**src/rtl/hiscore_ram_port.sv**
```systemverilog
// hiscore_ram_port
//   Arbitrates a synchronous single-port work RAM between the CPU and a
//   hiscore save/restore engine. The CPU owns the RAM by default. The
//   hiscore side may take it only while the CPU is paused. One settle
//   cycle separates the two owners.
//
// Ports
//   clk_sys, reset_n           system clock, async active-low reset
//   pause                      CPU halted
//   hs_access                  hiscore side requests the RAM
//   hs_address / hs_data_in    hiscore byte address / write data
//   hs_write                   one-cycle hiscore write strobe
//   hs_data_out                registered read data (8'hFF if out of range)
//   hs_granted                 hiscore side owns the RAM
//   cpu_addr/cpu_dout/cpu_we/cpu_cs/cpu_din   CPU work-RAM port
//   ram_addr/ram_wdata/ram_we/ram_rdata       RAM port (1-cycle read latency)
module hiscore_ram_port #(
  parameter logic [15:0] RAM_BASE = 16'h6000,
  parameter int unsigned RAM_AW   = 11
) (
  input  logic              clk_sys,
  input  logic              reset_n,
  input  logic              pause,
  input  logic              hs_access,
  input  logic [15:0]       hs_address,
  input  logic [7:0]        hs_data_in,
  input  logic              hs_write,
  output logic [7:0]        hs_data_out,
  output logic              hs_granted,
  input  logic [15:0]       cpu_addr,
  input  logic [7:0]        cpu_dout,
  input  logic              cpu_we,
  input  logic              cpu_cs,
  output logic [7:0]        cpu_din,
  output logic [RAM_AW-1:0] ram_addr,
  output logic [7:0]        ram_wdata,
  output logic              ram_we,
  input  logic [7:0]        ram_rdata
);

  typedef enum logic [2:0] {
    IDLE   = 3'd0,
    WAITP  = 3'd1,
    SETTLE = 3'd2,
    READY  = 3'd3,
    WRITE  = 3'd4
  } state_t;

  localparam logic [16:0] BASE17 = {1'b0, RAM_BASE};
  localparam logic [16:0] TOP17  = BASE17 + (17'd1 << RAM_AW);

  state_t      state;
  state_t      state_nx;
  logic [1:0]  rst_sync;
  logic        rst_ok;
  logic        we_ok;
  logic        in_range;
  logic        range_q;
  logic        hs_side;
  logic [15:0] hs_offset;
  logic        unused_bits;

  // Release is synchronised: CPU writes are enabled from the first edge
  // after release, FSM transitions from the second.
  always_ff @(posedge clk_sys or negedge reset_n) begin
    if (!reset_n) rst_sync <= '0;
    else          rst_sync <= {rst_sync[0], 1'b1};
  end

  assign we_ok  = rst_sync[0];
  assign rst_ok = rst_sync[1];

  // 17-bit compare so a window ending at 16'hFFFF cannot wrap.
  assign in_range  = ({1'b0, hs_address} >= BASE17) && ({1'b0, hs_address} < TOP17);
  assign hs_offset = hs_address - RAM_BASE;
  assign hs_side   = (state == SETTLE) || (state == READY) || (state == WRITE);

  always_comb begin
    state_nx = state;
    case (state)
      IDLE:   if (rst_ok && hs_access) state_nx = pause ? SETTLE : WAITP;
      WAITP:  if (!hs_access) state_nx = IDLE;
              else if (pause) state_nx = SETTLE;
      // Losing pause or access during settle also returns ownership.
      SETTLE: state_nx = (hs_access && pause) ? READY : IDLE;
      READY:  if (!hs_access || !pause) state_nx = IDLE;
              else if (hs_write && in_range) state_nx = WRITE;
      WRITE:  state_nx = (hs_access && pause) ? READY : IDLE;
      default: state_nx = IDLE;
    endcase
  end

  always_ff @(posedge clk_sys or negedge reset_n) begin
    if (!reset_n) state <= IDLE;
    else          state <= state_nx;
  end

  always_ff @(posedge clk_sys or negedge reset_n) begin
    if (!reset_n) begin
      range_q     <= 1'b0;
      hs_data_out <= '0;
    end else begin
      // range_q tracks the address whose data appears on ram_rdata now.
      range_q <= in_range;
      if (state == READY) hs_data_out <= range_q ? ram_rdata : 8'hFF;
    end
  end

  always_comb begin
    ram_we = 1'b0;
    case (state)
      IDLE, WAITP: ram_we = we_ok & cpu_cs & cpu_we;
      // Pause dropping mid-write hands the RAM back to the CPU untouched.
      WRITE:       ram_we = pause;
      default:     ram_we = 1'b0;
    endcase
  end

  assign ram_addr    = hs_side ? hs_offset[RAM_AW-1:0] : cpu_addr[RAM_AW-1:0];
  assign ram_wdata   = hs_side ? hs_data_in : cpu_dout;
  assign cpu_din     = ram_rdata;
  assign hs_granted  = (state == READY) || (state == WRITE);
  assign unused_bits = ^{cpu_addr, hs_offset};

endmodule

```
**config.mk**
```make
export PLATFORM = sky130hd
export DESIGN_NAME = hiscore_ram_port
export DESIGN_NICKNAME = d
export VERILOG_FILES = /design/src/rtl/hiscore_ram_port.sv
export SDC_FILE = /design/constraint.sdc
export NUM_CORES = 1
export LEC_CHECK = 0
export BUFFER_PORTS_ARGS = -buffer_cell sky130_fd_sc_hd__clkbuf_2
export CORE_UTILIZATION = 37
export DETAILED_ROUTE_END_ITERATION = 8
export GPL_TIMING_DRIVEN = 0
export PLACE_DENSITY = 0.84
export SYNTH_ARGS = -nofsm -noshare
export SYNTH_HDL_FRONTEND = slang
export SYNTH_SLANG_ARGS = --single-unit
```
**constraint.sdc**
```tcl
create_clock -name clk_sys -period 2 [get_ports clk_sys]
set_clock_uncertainty 0.2 [all_clocks]
set_input_delay 0.4 -clock clk_sys [delete_from_list [all_inputs] [get_ports clk_sys]]
set_output_delay 0.4 -clock clk_sys [all_outputs]
set_load 0.05 [all_outputs]
```
======== Word level (Yosys, flattened, before mapping) ========
Cells that the tools add are included.
W data, S select, Z words.
operators by class
  add/sub/neg operators ................... 1
  $lt $le $gt $ge ......................... 2
  equality and inequality tests ........... 7
  mux-type cells .......................... 12
  bitwise operators ....................... 2
  reduce and logical (&&, ||, !) cells .... 14
operators by type and width
  operator                 number
  $ge A16 B15 Y1 const B   1
  $lt A16 B15 Y1 const B   1
  $mux W8                  2
  $mux W3                  5
  $pmux W3 S4              1
  $mux W11                 1
  $sub A11 B1 Y11 const B  1
  $eq A3 B2 Y1 const B     2
  $ne A3 B3 Y1 const B     2
  $logic_and A1 B1 Y1      4
  $logic_or A1 B1 Y1       4
  $mux W2                  2
  $reduce_or A2 Y1         2
  $eq A3 B1 Y1 const B     1
  $eq A3 B3 Y1 const B     1
  $logic_not A3 Y1         1
  $reduce_and A3 Y1        1
  $and A1 B1 Y1            2
  $logic_not A1 Y1         2
  $ne A2 B2 Y1 const B     1
  $pmux W1 S2              1
storage, ports and cells
  register bits ........................... 14
  input port bits ......................... 63
  output and inout bits ................... 37
  word-level logic and storage cells ...... 42

======== Longest topological paths before layout ========
Gate-level depths: netlist of run 1.
  depth in word-level cells ............... 6
  depth in mapped cells ................... 6
  depth with buffers taken out ............ 4

======== Worst setup path after synthesis of run 1 ========
No wires, ideal clock.
  path type ............................... register to output
  from .................................... reg state[2]
  to ...................................... out ram_we
  data arrival time ....................... 1.499 ns
  required time ........................... 1.400 ns
  setup slack ............................. -0.099 ns
  stages on the path, launching flop included .. 4
  buffers on the path ..................... 1
  cell sequence ........................... dfrtp_1 -> buf_6 -> nand4b_1 -> a21oi_1
between the ends
  cells in the longest elaborated chain, start to end .. 3
  elaborated cells between the ends (all ways) .. 5
  those cells by class .................... eq/ne: 2; mux: 1; reduce/logical: 2
ends and longest elaborated chain
  element                                           RTL line  text
  start: declaration                                52        state_t state;
  start signal: assignment                          95        else state <= state_nx;
  $eq A3 B1 Y1 or $logic_not A3 Y1 (tied branches)  111       case (state)
  $reduce_or A2 Y1                                  111
  $pmux W1 S2 (*)                                   111
  end: declaration                                  37        output logic ram_we,
Mark *: on every way between the ends. The rest lies on a longest branch, timed or not.

======== Worst setup path in the final report of run 1 ========
  from .................................... reg state[1]
  to ...................................... out ram_addr[8]
between the ends
  cells in the longest elaborated chain, start to end .. 4
  elaborated cells between the ends (all ways) .. 6
  those cells by class .................... eq/ne: 3; mux: 1; reduce/logical: 2
ends and longest elaborated chain
  element                 RTL line  text
  $eq A3 B2 Y1            76        assign hs_side = (state == SETTLE) || (state == READY) || (state == WRITE);
  $logic_or A1 B1 Y1      76
  $logic_or A1 B1 Y1 (*)  76
  $mux W11 (*)            119       assign ram_addr = hs_side ? hs_offset[RAM_AW-1:0] : cpu_addr[RAM_AW-1:0];
  end: declaration        35        output logic [RAM_AW-1:0] ram_addr,
Marks and branches as above.

==> results of run 1 <==
-- cells in the mapped netlist (all sizes together) --
library cell  count  area [um2]
mux2             20       262.8
dfrtp            14       350.3
buf              13       118.9
nand2            12       45.04
o21ai            10       53.80
nor2b             9       63.81
a21oi             6       41.29
nor2              4       22.52
nand3b            2       15.01
nor3              2       10.01
a21o              1       7.510
a221o             1       10.01
a31oi             1       6.260
and3b             1       8.760
conb              1       3.750
nand4             1       6.260
nand4b            1       8.760
nor4b             1       23.77
xor2              1       8.760
-- final timing paths --
| check | startpoint | end | slack, ns | depth (start not counted) |
|---|---|---|---|---|
| setup reg to reg | state[2] | state[0] | 0.25 | 6 |
| hold reg to reg | rst_sync[0] | rst_sync[1] | 0.19 | 0 |
| setup / recovery | state[1] | ram_addr[8] | -0.32 | 5 |
| max in group asynchronous | reset_n | state[1] | 0.97 | 2 |
| hold / removal | hs_address[15] | range_q | 0.13 | 2 |
| min in group asynchronous | reset_n | hs_data_out[0] | 0.35 | 2 |
-- flip-flops by register name (all words and copies together) (netlist names) --
name	count
range_q	1
state	3
rst_sync	2
hs_data_out	8
-- power by group --
group	total (mW)	switching, mW	internal [mW]
combinational	1.20	0.758	0.442
clock	0.200	0.0900	0.110
sequential	0.440	0.0610	0.379
total	1.84	0.909	0.931
-- layout by cell type, fill, tap and decap left out, types with 2 or more instances in the layout --
master    instances
clkbuf_8          3
o21ai_0           8
buf_6             5
mux2_4           17
mux2_2            3
clkbuf_4          3
nor2_1            3
nor3_1            2
nand3b_1          2
clkbuf_2         73
nor2b_1           8
a21oi_1           4
buf_8            18
nand2_1          11
dfrtp_1          13
buf_4            15
-- layout make-up --
cell class                      count  area, um2  share of cell area (%)
Clock buffer                        4      36.28                   1.861
Tap cell                           31      38.79                   1.990
Sequential cell                    14      351.6                   18.04
Multi-Input combinational cell     74      635.6                   32.61
Buffer                             12      113.9                   5.841
Timing Repair Buffer              104      773.2                   39.67
-- critical path, stage by stage, from the launching register on --
cell and delay, ns:
dfrtp_2 0.44, nor2b_4 0.15, a21oi_4 0.20, buf_12 0.18
mux2_4 0.32, buf_8 0.15
-- per-stage QoR --
stage	hold WS, ns	TNS (ns)	std cells	total power [mW]
2_1_floorplan	-0.09559	-0.4659	101	1.220
3_3_place_gp	0.1158	-4.223	226	1.449
3_5_place_dp	0.1242	-4.354	226	1.464
4_1_cts	0.1312	-7.332	238	1.794
5_1_grt	0.1268	-7.167	239	1.925
6_report	0.1331	-5.858	239	1.840
-- repair_timing --
action	in CTS	in global routing
resized for setup	52	23
cloned	0	0
hold buffers	1	0
setup buffers	7	2
hold endpoints to repair	14	0
pin swaps	0	1
setup endpoints to repair	21	21
-- logic make-up after synthesis --
logic type / Yosys count
DFF: 14
and+or+nand+nor: 33
muxes: 20
AOI/OAI and AO/OA: 19
xor gates and xnor gates: 1
buffers and inverters: 13
other: 1
-- per-layer routing --
| layer | part of all wire, % | global-route usage, % |
|---|---|---|
| met5 | 0 | 0 |
| met3 | 8.0 | 5.349 |
| met1 | 34 | 22.81 |
| met4 | 3.5 | 10.36 |
| met2 | 55 | 44.23 |
==> key figures, run 1 <==
Detailed routing
  – Detailed router's first-iteration violation count: 36
  – DRT Pass-1 Iters: 4
  – Vias/cell: 4.887
  – WL per Instance: 14.82 um
  – Overall via count from detail_route: 1168
  – DRT antenna net count: 0
  – # DRC: 0
  – Total wire length: 3541 um

Yosys
  – Post-Synth XOR/XNOR Area: 0.8206%
  – Post-synthesis sequential area ratio: 32.83%
  – Largest family of logic cells by synthesized area: multiplexers
  – Synthesized cell area: 1067 um2
  – Synthesis-stage register bit count: 14
  – Synth Area in Compound Gates: 11.14%
  – Simple-gate portion of the synthesized area: 19.11%
  – Count of different cell masters after synthesis: 28
  – Syn Nets: 164
  – Synth Area in Adders: 0%
  – Mux cell area share after synthesis: 24.62%
  – Syn Area/Cell: 10.57 um2
  – Yosys warns: 0
  – Gate Count Post-Synth: 101

Global routing
  – Gr ovfl total: 0
  – Vias in the first global route: 1151
  – First-pass GRT wire length: 5416 um
  – Largest net degree at the start of global routing: 15
  – Initial antenna violation count: 0
  – Total GRT Usage: 22.90%

STA
  – Final setup viols: 20
  – Final Hold Viols: 0
  – RSZ-0062 raised after global routing: yes
  – Max Slew Vio Count: 0
  – Final period utilization: 116.1%
  – Fmax: 0.4307 GHz
  – Fin crit period: 2.322 ns
  – Setup slack after layout: -0.3220 ns

Worst setup path
  – Crit path DAT: 1.72 ns
  – CP Class: reg -> out
  – Critical Path RT: 1.40 ns
  – CP max FO: 10
  – Setup crit end kind: output pin
  – Startpoint types: flop

Finish
  – Share of layout cells above drive strength 1: 70.67%
  – Area grow syn2layout: 82.65%
  – Final net count: 272
  – Filler cells: 202
  – Post-layout instance area: 1949 um2
  – Final Util: 71.30%
  – # diodes: 0

Clock tree
  – Root Driver: clkbuf_4
  – Clk sinks: 14
  – CTS Buf Count: 3
  – Reg clk slew, reported paths: 0.09 ns
  – H-tree lvl count: 1
  – Worst skew pair latency: 0.27 ns
  – Clock buffer depth: 2
  – CTS tree: yes

Floorplanning
  – Rows: 19
  – Num ports: 100
  – Die height: 55.71 um
  – DIE WIDTH: 55.71 um
  – Starting density of the core: 39.04%
  – DIE AREA: 3103 um2
  – Core ar.: 2734 um2

Power
  – P_leak: 1.097 nW
  – Worst ir drop on vdd: 0.0007118 V
  – Power density over the cells: 943.9 nW/um2

Outcome
  – Failing checks: negative setup slack
  – Status: complete, but fails checks

Placement
  – GP Congestion: 0.7957
  – IO buf count: 94
  – Placed instance area: 1580 um2
  – Post-DP HPWL: 2359 um
  – Pre-CTS setup slack: -0.2878 ns

Worst hold path
  – HP Class: in -> reg

Job
  – Max-cap violations: 0
Note: power is estimated with default switching activity, not from simulation.
==> inputs of run 2 (changes only) <==
- GPL_TIMING_DRIVEN: 0 -> unset
==> key figures, run 2 (same netlist as run 1, synthesis figures left out) <==
Outcome
  – Status: complete, but fails checks
  – Failing checks: negative setup slack

Worst setup path
  – Crit path DAT: 1.70 ns
  – Critical Path RT: 1.40 ns
  – Setup crit end kind: output pin
  – Startpoint types: flop
  – CP Class: reg -> out
  – CP max FO: 15

STA
  – Fmax: 0.4340 GHz
  – Max Slew Vio Count: 0
  – RSZ-0062 raised after global routing: yes
  – Final setup viols: 20
  – Final Hold Viols: 0
  – Final period utilization: 115.2%
  – Fin crit period: 2.304 ns
  – Setup slack after layout: -0.3040 ns

Finish
  – Final Util: 65.90%
  – # diodes: 0
  – Area grow syn2layout: 68.82%
  – Top flop regs: hs_data_out (8), state (3), rst_sync (2)
  – Commonest non-fill, non-tap cell in the layout: clkbuf_2
  – Final net count: 259
  – Filler cells: 225
  – Share of layout cells above drive strength 1: 68.72%
  – Max reg flops: 8
  – Register with the most flip-flops: hs_data_out
  – Non-filler cells, final: 226
  – Most frequent cells in the layout: clkbuf_2 (73), buf_8 (16), dfrtp_1 (13)

Placement
  – IO buf count: 94
  – Cells after DPL: 220
  – GP Congestion: 0.7797
  – Post-DP HPWL: 2308 um

Clock tree
  – Root Driver: clkbuf_4
  – Clock buffer depth: 2
  – Worst skew pair latency: 0.28 ns
  – Reg clk slew, reported paths: 0.08 ns
  – CTS Buf Count: 3
  – H-tree lvl count: 1
  – Clk sinks: 14
  – CTS tree: yes

Power
  – Sequential Power Share: 24.8%
  – P_leak: 0.9846 nW
  – Net Sw Power: 0.8835 mW
  – Power density over the cells: 977.6 nW/um2
  – Worst ir drop on vdd: 0.0009162 V
  – Clk pwr share: 11.4%
  – Switching Share: 50.16%
  – Comb pwr share: 63.8%
  – Internal cell power: 0.8779 mW

Detailed routing
  – WL per Instance: 13.43 um
  – Detailed router's first-iteration violation count: 11
  – DRT Pass-1 Iters: 3
  – DRT antenna net count: 0
  – Overall via count from detail_route: 1105
  – Vias/cell: 4.889
  – Total wire length: 3036 um
  – # DRC: 0

Floorplanning
  – Core ar.: 2734 um2
  – DIE AREA: 3103 um2
  – Num ports: 100
  – DIE WIDTH: 55.71 um
  – Rows: 19
  – Die height: 55.71 um
  – Starting density of the core: 39.04%

Global routing
  – First-pass GRT wire length: 4816 um
  – Largest net degree at the start of global routing: 17
  – Total GRT Usage: 20.26%
  – Vias in the first global route: 1090
  – Initial antenna violation count: 0
  – Gr ovfl total: 0

Job
  – Max-cap violations: 0

Worst hold path
  – HP Class: in -> reg
-- run 2: cell count changes in the layout (fill, tap and decap cells not counted) --
cell,delta
nand2_2,+1
mux2_4,-6
buf_8,-2
clkbuf_8,+2
buf_6,-4
clkbuf_16,-1
nand2_4,-1
mux2_2,+6
buf_12,+1
buf_4,-9
-- run 2: path summary, 6_finish.rpt --
kind	end	start	slack, ns	cells after the start
worst max-delay path	ram_addr[10]	state[1]	-0.30	5
worst min-delay path	range_q	hs_address[11]	0.13	2
worst max register to register	state[0]	state[2]	0.29	6
worst min register to register	rst_sync[1]	rst_sync[0]	0.18	0
max in group asynchronous	state[2]	reset_n	0.99	2
min in group asynchronous	hs_data_out[7]	reset_n	0.34	2
-- run 2: critical path, cell delays in order (launching register included) --
cell and delay (ns):
dfrtp_1 0.43, nor2b_4 0.15, a21oi_4 0.14, buf_12 0.17, mux2_2 0.37, buf_8 0.16
-- run 2: per-layer routing --
metal / vias up / share of wire [%] / track usage (%)
met4: 0 / 4.5 / 11.07
met5: - / 0 / 0
li1: 535 / - / -
met1: 487 / 36 / 21.27
met3: 13 / 8.9 / 5.116
met2: 70 / 51 / 36.66
-- run 2: cell type report --
class | instances | area, um2 | area share (%)
Multi-Input combinational cell | 74 | 608.1 | 33.75
Sequential cell | 14 | 351.6 | 19.51
Clock buffer | 4 | 36.28 | 2.014
Timing Repair Buffer | 103 | 767.0 | 42.57
Tap cell | 31 | 38.79 | 2.153
-- run 2: timing repair --
item / CTS / global route
endpoints found under the setup margin: 20 / 21
hold endpoints to repair: 14 / 0
setup buffers: 1 / 0
gates resized for setup: 43 / 17
hold buffers: 1 / 0
pin swaps: 1 / 0
-- run 2: power by group through the flow --
stage	sequential, mW	clock (mW)	combinational [mW]
4_1_cts	0.437	0.207	1.10
6_report	0.438	0.200	1.12
3_3_place_gp	0.443	0	1.00
2_1_floorplan	0.727	0	0.493
5_1_grt	0.450	0.221	1.18
3_5_place_dp	0.441	0	1.02
-- run 2: through the flow --
stage	setup TNS, ns	setup WS [ns]	instance area, um2	hold slack [ns]	total power, mW
3_5_place_dp	-0.5580	-0.05845	1541	0.1149	1.459
6_report	-5.207	-0.3040	1802	0.1262	1.761
2_1_floorplan	-0.4659	-0.04659	1071	-0.09559	1.220
5_1_grt	-6.773	-0.3889	1802	0.1192	1.853
3_3_place_gp	-0.4909	-0.05543	1541	0.1084	1.442
4_1_cts	-5.599	-0.3189	1779	0.1207	1.741
==> inputs of run 3 (changes only) <==
- BUFFER_PORTS_ARGS: -buffer_cell sky130_fd_sc_hd__clkbuf_2 -> -buffer_cell sky130_fd_sc_hd__buf_4
==> key figures, run 3 (same netlist as run 1, synthesis figures left out) <==
Outcome
  – Status: complete, but fails checks
  – Failing checks: negative setup slack

Worst hold path
  – Hold Crit Endpoint: range_q
  – Hold Path Depth: 2
  – HP Start: hs_address[15]
  – HP Class: in -> reg

Finish
  – Multi-input logic area: 601.8 um2
  – Non-filler cells, final: 226
  – # diodes: 0
  – Final net count: 259
  – Final Util: 69.57%
  – Most frequent cells in the layout: buf_4 (78), buf_6 (22), dfrtp_1 (13)
  – Share of layout cells above drive strength 1: 68.21%
  – Register area: 351.6 um2
  – Register with the most flip-flops: hs_data_out
  – Filler cells: 212
  – Post-layout instance area: 1902 um2
  – Top flop regs: hs_data_out (8), state (3), rst_sync (2)
  – Max reg flops: 8
  – Commonest non-fill, non-tap cell in the layout: buf_4
  – Area grow syn2layout: 78.19%

Worst setup path
  – Critical Path, Cell by Cell: nor2b_4, a21oi_4, buf_6, mux2_2, buf_6
  – Buffers & Inverters on Critical Path: 2
  – Crit path launch: state[1]
  – Setup crit end kind: output pin
  – CP Class: reg -> out
  – Reg2Reg Setup Slack: 0.27 ns
  – R2R depth: 6
  – Startpoint types: flop
  – Crit path DAT: 1.70 ns
  – Most frequent CP cell: buf_6
  – R2R Path Start: state[2]
  – CP max FO: 9
  – CP max stage cell: dfrtp_1
  – Largest stage delay, worst path: 0.43 ns
  – FF-to-FF End: state[0]
  – Critical Path RT: 1.40 ns
  – Family with the most delay on the worst path: flip-flops

Global routing
  – Initial antenna violation count: 0
  – Gr ovfl total: 0
  – Largest net degree at the start of global routing: 17
  – Vias in the first global route: 1177
  – Total GRT Usage: 20.86%
  – First-pass GRT wire length: 5119 um

Clock tree
  – Root Driver: clkbuf_4
  – Worst skew pair latency: 0.28 ns
  – CTS Buf Count: 3
  – H-tree lvl count: 1
  – Reg clk slew, reported paths: 0.08 ns
  – CTS tree: yes
  – Clock buffer depth: 2
  – Clk sinks: 14

Placement
  – Cells after DPL: 220
  – Placed instance area: 1749 um2
  – Pre-CTS setup slack: -0.02621 ns
  – GP Congestion: 0.7958
  – Post-DP HPWL: 2600 um
  – IO buf count: 94

Floorplanning
  – Rows: 19
  – Starting density of the core: 39.04%
  – Die height: 55.71 um
  – Num ports: 100
  – Core ar.: 2734 um2
  – DIE WIDTH: 55.71 um
  – DIE AREA: 3103 um2

Detailed routing
  – Total wire length: 3173 um
  – # DRC: 0
  – Detailed router's first-iteration violation count: 23
  – Overall via count from detail_route: 1128
  – WL per Instance: 14.04 um
  – DRT Pass-1 Iters: 4
  – DRT antenna net count: 0
  – Vias/cell: 4.991

Power
  – Power density over the cells: 951.6 nW/um2
  – P_leak: 0.9995 nW
  – Worst ir drop on vdd: 0.0008925 V

STA
  – Max Slew Vio Count: 0
  – Final setup viols: 20
  – Final period utilization: 114.8%
  – Setup slack after layout: -0.2956 ns
  – Fin crit period: 2.296 ns
  – Fmax: 0.4356 GHz
  – WHS: 0.09403 ns
  – RSZ-0062 raised after global routing: yes
  – Final Hold Viols: 0

Job
  – Max-cap violations: 0
[run 3: worst max-delay path by stage]
| stage | cells past startpoint | endpoint | slack, ns |
|---|---|---|---|
| 2_1_floorplan | 5 | ram_addr[7] | -0.05 |
| 3_3_place_gp | 5 | ram_addr[9] | -0.003 |
| 3_5_place_dp | 5 | ram_wdata[1] | -0.03 |
| 4_1_cts | 5 | ram_wdata[1] | -0.32 |
| 5_1_grt | 5 | ram_addr[10] | -0.35 |
| 6_report | 5 | ram_addr[10] | -0.30 |
[run 3: stage by stage]
step	setup TNS [ns]	total power [mW]
after floorplan	-0.4659	1.220
after detailed placement	-0.1957	1.567
after CTS	-5.569	1.798
after global placement	-0.005927	1.543
final	-5.321	1.810
after global routing	-6.469	1.895
[run 3: layout make-up]
class                      count  share of cell area [%]
tap                           31                   2.039
timing repair buffer         103                   45.92
clock buffer                   4                   1.908
multi-input combinational     74                   31.64
sequential                    14                   18.49
[run 3: routing by layer]
layer | global-route usage, % | routed length, um
met1 | 20.56 | 1097
met2 | 39.59 | 1723
met3 | 4.651 | 269
met4 | 11.79 | 82
met5 | 0 | 0
[run 3: power by group]
| group | internal (mW) | leakage (nW) | switching (mW) |
|---|---|---|---|
| logic | 0.440 | 0.813 | 0.730 |
| clock network | 0.111 | 0.0210 | 0.0910 |
| registers | 0.379 | 0.166 | 0.0595 |
[run 3: worst reg2reg max path, cell delays in order, from the launching register on]
cell	delay, ns
dfrtp_2	0.46
buf_4	0.15
buf_6	0.12
nor2_1	0.15
o21ai_2	0.10
o21ai_1	0.09
mux2_2	0.35
[run 3: repair_timing]
| item | in CTS | in global routing |
|---|---|---|
| pin swaps | 1 | 1 |
| hold endpoints to repair | 14 | 0 |
| setup buffers | 0 | 1 |
| hold buffers | 1 | 0 |
| setup endpoints to repair | 20 | 21 |
| resized for setup | 13 | 14 |
